<file path="src/rtl/oc_bus_arbiter.sv">
// Round-robin arbiter for a wired open-collector line with hold timeout.
// Ports: clk, clr (async, active-high), req[3:0], bus (sensed line level);
// outputs gnt[3:0] one-hot, owner[1:0], busy, tmo (pulse), err (sticky).
module oc_bus_arbiter #(
  parameter int MAXHOLD = 15,
  parameter int TURN    = 2
) (
  input  logic       clk,
  input  logic       clr,
  input  logic [3:0] req,
  input  logic       bus,
  output logic [3:0] gnt,
  output logic [1:0] owner,
  output logic       busy,
  output logic       tmo,
  output logic       err
);

  typedef enum logic [1:0] {
    S_IDLE    = 2'd0,
    S_GRANT   = 2'd1,
    S_RECOVER = 2'd2
  } state_t;

  localparam logic [7:0] LP_MAX  = 8'(MAXHOLD);
  localparam logic [3:0] LP_TURN = 4'(TURN);

  state_t     r_state;
  logic [3:0] r_gnt;
  logic [1:0] r_owner;
  logic [1:0] r_ptr;
  logic       r_busy;
  logic       r_tmo;
  logic       r_err;
  logic [7:0] r_hold;
  logic [3:0] r_turn;

  logic       w_any;
  logic [1:0] w_win;

  // Scan from the farthest offset down so the
  // nearest requester at or after r_ptr wins.
  always_comb begin
    w_any = |req;
    w_win = r_ptr;
    for (int k = 3; k >= 0; k--) begin
      if (req[r_ptr + 2'(k)]) begin
        w_win = r_ptr + 2'(k);
      end
    end
  end

  always_ff @(posedge clk or posedge clr) begin
    if (clr) begin
      r_state <= S_IDLE;
      r_gnt   <= 4'b0000;
      r_owner <= 2'd0;
      r_ptr   <= 2'd0;
      r_busy  <= 1'b0;
      r_tmo   <= 1'b0;
      r_err   <= 1'b0;
      r_hold  <= 8'd0;
      r_turn  <= 4'd0;
    end else begin
      r_tmo <= 1'b0;
      // Line pulled low with nobody granted: stuck driver.
      if (r_state == S_IDLE && !bus) begin
        r_err <= 1'b1;
      end
      unique case (r_state)
        S_IDLE: begin
          if (w_any) begin
            r_state <= S_GRANT;
            r_gnt   <= 4'b0001 << w_win;
            r_owner <= w_win;
            r_ptr   <= w_win + 2'd1;
            r_hold  <= 8'd1;
            r_busy  <= 1'b1;
          end
        end
        S_GRANT: begin
          if (!req[r_owner]) begin
            r_state <= S_RECOVER;
            r_gnt   <= 4'b0000;
            r_hold  <= 8'd0;
            r_turn  <= 4'd1;
          end else if (r_hold == LP_MAX) begin
            r_state <= S_RECOVER;
            r_gnt   <= 4'b0000;
            r_hold  <= 8'd0;
            r_turn  <= 4'd1;
            r_tmo   <= 1'b1;
          end else begin
            r_hold <= r_hold + 8'd1;
          end
        end
        S_RECOVER: begin
          // r_turn counts RECOVER cycles, saturating at TURN
          // so a stuck-low line can wait forever.
          if (r_turn >= LP_TURN && bus) begin
            r_state <= S_IDLE;
            r_busy  <= 1'b0;
            r_turn  <= 4'd0;
          end else if (r_turn < LP_TURN) begin
            r_turn <= r_turn + 4'd1;
          end
        end
        default: begin
          r_state <= S_IDLE;
          r_gnt   <= 4'b0000;
          r_busy  <= 1'b0;
        end
      endcase
    end
  end

  assign gnt   = r_gnt;
  assign owner = r_owner;
  assign busy  = r_busy;
  assign tmo   = r_tmo;
  assign err   = r_err;

endmodule
</file>
<file path="config.mk">
export PLATFORM = sky130hd
export DESIGN_NAME = oc_bus_arbiter
export DESIGN_NICKNAME = d
export VERILOG_FILES = /design/src/rtl/oc_bus_arbiter.sv
export SDC_FILE = /design/constraint.sdc
export NUM_CORES = 1
export LEC_CHECK = 0
export ABC_AREA = 0
export CORE_MARGIN = 2
export CORE_UTILIZATION = 60
export DETAILED_ROUTE_END_ITERATION = 8
export DONT_BUFFER_PORTS = 1
export HOLD_SLACK_MARGIN = 0.05
export PLACE_DENSITY = 0.84
export SLEW_MARGIN = 10
export SYNTH_ARGS = -nofsm -noshare
export SYNTH_HDL_FRONTEND = slang
export SYNTH_SLANG_ARGS = --single-unit
</file>
<file path="constraint.sdc">
create_clock -name clk -period 4.1 [get_ports clk]
set_input_delay 0.41 -clock clk [delete_from_list [all_inputs] [get_ports clk]]
set_output_delay 0.41 -clock clk [all_outputs]
set_load 0.05 [all_outputs]
</file>
==> results_dict.tcl <==
set metrics [dict create \
    status "finished clean" \
    p_comb_share_pct 34.9 \
    synth.area.mux_share_pct 2.62 \
    end_kind "register" \
    regToRegSetupSlack_ns 2.11 \
    cp.depth 5 \
    finalSetupViolCount 0 \
    hold_path_class "input pin to asynchronous set/reset pin" \
    grt_setup_unrepaired "false" \
    gp_congestion 0.830 \
    p_per_area_mw_per_mm2 740 \
    yosys_warnings 0 \
    die-area_mm2 0.00253 \
    synth_edf_count 0 \
    fin_crit_ns 1.99 \
    avgSynthCellArea_um2 9.68 \
    htree_levels 1 \
    port_buffers 0 \
    worstSkewPairLatency_ns 0.32 \
    maxCapViolCount 0 \
    nNetsFinal 146 \
    path_buf_inv 0 \
    post-dp-hpwl_um 1900 \
    critPathMaxStageDelay_ns 0.70 \
    ys_seq_area_share_pct 48.6 \
    io_pins 16 \
    clk_pin_slew_ns 0.14 \
    synth-main-ff-cell "dfrtp_1" \
    leakagePower_nw 0.605 \
    die_y_um 50.3 \
    p_clk_share_pct 10.9 \
    synthesis.nets 143 \
    cts_resized 0 \
    antenna_left 0 \
    p_total_mw 0.991 \
    start_util_pct 64.3 \
    post-route-drc-count 0 \
    cts_sinks 25 \
    worstMarginPinSlew_ns 0.924 \
    rows 16 \
    synth_area_mm2 0.00129 \
    utilization_pct 66.9 \
    die_x_um 50.3 \
    crit_required_ns 4.29 \
    drive_gt1_share_pct 9.63 \
    synth_seq_cells 25 \
    rr_endpoint "r_hold[7]$_DFFE_PP0P_" \
    yosysUniqueCellTypes 38 \
    p_seq_share_pct 54.2 \
    met2_length_um 1230 \
    endpoint "r_hold[7]$_DFFE_PP0P_" \
    grt_usage_pct 22.6 \
    synth_top_family_by_area "simple AND/OR/NAND/NOR gates" \
    criticalPathCategory "register to register" \
    diodes 0 \
    antenna_found_initial 0 \
    crit_start "owner[0]$_DFFE_PP0P_" \
    areaGrowthSynthToFinish_pct 3.98 \
    worstRegToRegCells 5 \
    cts_tree "done" \
    hold_violations 0 \
    start_kind "register" \
    period_share_pct 48.6 \
    r2r-start "owner[0]$_DFFE_PP0P_" \
    setup_tns_ns 0 \
    crit_path_cell_trace "mux4_2, o21ai_4, nor3_1, a41oi_1, a31oi_1" \
    vias 991 \
    via_per_inst 6.12 \
    syn-instance-count 133 \
    drt-met1-wl_um 1160 \
    route.met3.wl_um 155 \
    coreArea_mm2 0.00200 \
    root_buffer "clkbuf_4" \
    final-max-slew-violation-count 0 \
    netSwitchingFraction_pct 49.0 \
    grt_pass1_vias 917 \
    synth_fa_ha_area_share_pct 2.92 \
    relSlewSlack_pct 38.3 \
    wire_per_inst_um 15.9 \
    crit_family "flip-flops" \
    synth_xor_area_share_pct 2.72 \
    finalClockSkew_ns 0.0143 \
    synthArstFlopShare_pct 100 \
    intPower_mw 0.505 \
    top_layer "met4" \
    holdBufCountCts 0 \
    synth_compound_area_share_pct 17.2 \
    cts_buffer_depth 2 \
    cts_setup_buffers 0 \
    slowest_stage "dfrtp_1" \
    grt_max_degree 26 \
    peakVddDrop_v 0.000685 \
    switching_power_mw 0.486 \
    crit_fanout 5 \
    wirelength_um 2580 \
    grt_pass1_wl_um 4300 \
    grt.overflow.total 0 \
    dr.pass1.iters 4 \
    numCtsBuffers 3 \
    yosys.area_share.simple_pct 23.8 \
    cp.arrival_ns 2.18 \
    timing.fmax_ghz 0.502 \
    initialDrtViolationCount 36 \
]
## area by class of cell
cell class | count | area (um^2)
Inverter | 5 | 18.8
Fill cell | 152 | 663
Multi-Input combinational cell | 101 | 634
Sequential cell | 25 | 626
Tap cell | 27 | 33.8
Clock buffer | 4 | 26.3
## cells in the mapped netlist, types with 2 or more instances
library cell | count | area share [%]
nor2b_1 | 5 | 2.4
a32o_1 | 2 | 1.6
a21oi_1 | 4 | 1.6
xnor2_1 | 2 | 1.4
o21ai_0 | 5 | 1.9
dfrtp_1 | 25 | 49
o41ai_1 | 2 | 1.4
inv_1 | 5 | 1.5
nor3_1 | 6 | 2.3
ha_1 | 3 | 2.9
nand2_1 | 14 | 4.1
a22o_1 | 2 | 1.4
a21o_1 | 3 | 1.7
or2_2 | 2 | 0.97
nor2_1 | 23 | 6.7
and3_1 | 3 | 1.5
o211ai_1 | 2 | 1.2
xor2_1 | 2 | 1.4
a31oi_1 | 2 | 0.97
nand3_1 | 3 | 1.2
## metal layers
metal | GRT usage [%] | vias up
met5 | 0 | -
met4 | 8.11 | 0
met3 | 3.87 | 6
met2 | 34.9 | 40
met1 | 32.3 | 465
li1 | - | 480
## through the flow
stage	hold slack [ns]	cells	cell area, um^2	worst slack [ns]
after floorplan	0.437	133	1290	2.23
after global placement	0.481	158	1310	2.18
after detailed placement	0.493	158	1310	2.15
after CTS	0.197	162	1340	2.13
after global routing	0.266	162	1340	2.04
final	0.165	162	1340	2.11
## placed cells by master, fill, tap and decap left out
| cell | synthesis | final |
|---|---|---|
| or3_1 | 1 | 1 |
| o31ai_2 | 1 | 1 |
| nor4_1 | 1 | 1 |
| clkbuf_4 | 0 | 3 |
| or2_2 | 2 | 2 |
| or3_4 | 1 | 1 |
| o211ai_1 | 2 | 2 |
| xnor2_1 | 2 | 2 |
| o21ai_4 | 1 | 1 |
| a21oi_1 | 4 | 4 |
| inv_1 | 5 | 5 |
| nor3_1 | 6 | 6 |
| a21o_1 | 3 | 3 |
| and3_1 | 3 | 3 |
| a41oi_1 | 1 | 1 |
| nor2_1 | 23 | 23 |
| o21a_1 | 1 | 1 |
| a31oi_1 | 2 | 2 |
| nand4_1 | 1 | 1 |
| nor4_2 | 1 | 1 |
| o41ai_1 | 2 | 2 |
| nand2_1 | 14 | 14 |
| nand3_1 | 3 | 3 |
| o2bb2ai_1 | 1 | 1 |
| or4_4 | 1 | 1 |
| o21bai_1 | 1 | 1 |
| clkbuf_1 | 1 | 1 |
| dfrtp_1 | 25 | 25 |
| xor2_1 | 2 | 2 |
| ha_1 | 3 | 3 |
| mux4_2 | 1 | 1 |
| a32o_1 | 2 | 2 |
| a22o_1 | 2 | 2 |
| nor2b_1 | 5 | 5 |
| mux2_2 | 1 | 1 |
| o21ai_0 | 5 | 5 |
| a221o_1 | 1 | 1 |
| nand2_2 | 1 | 1 |
## cell families (layout without fill, tap and decap cells)
kind of cell	after synthesis	count (layout)
AOI/OAI and AO/OA	29	29
xor gates and xnor gates	4	4
adders and majority gates	3	3
buffers and inverters	7	9
DFF	25	25
muxes	2	2
and+or+nand+nor	63	63
## power groups by stage
stage               logic [mW]  clock network [mW]  registers [mW]
finish                   0.346               0.108           0.537
global route             0.394               0.120           0.548
CTS                      0.343               0.111           0.535
detailed placement       0.342                   0           0.541
global placement         0.322                   0           0.536
floorplan                0.293                   0           0.510
## state kept, by name (all words and copies together) (netlist names)
register  count
busy          1
owner         2
err           1
r_ptr         2
r_turn        4
r_hold        8
tmo           1
gnt           4
r_state       2
## worst min-delay path by stage
stage	slack [ns]	startpoint	to	depth (start not counted)
2_1_floorplan	0.44	clr	busy$_DFFE_PP0P_	1
3_3_place_gp	0.48	r_hold[7]$_DFFE_PP0P_	r_hold[7]$_DFFE_PP0P_	1
3_5_place_dp	0.49	r_hold[7]$_DFFE_PP0P_	r_hold[7]$_DFFE_PP0P_	1
4_1_cts	0.20	clr	r_ptr[1]$_DFFE_PP0P_	1
5_1_grt	0.27	clr	r_turn[0]$_DFFE_PP0P_	1
6_report	0.17	clr	busy$_DFFE_PP0P_	1
Note: power is estimated with default switching activity, not from simulation.
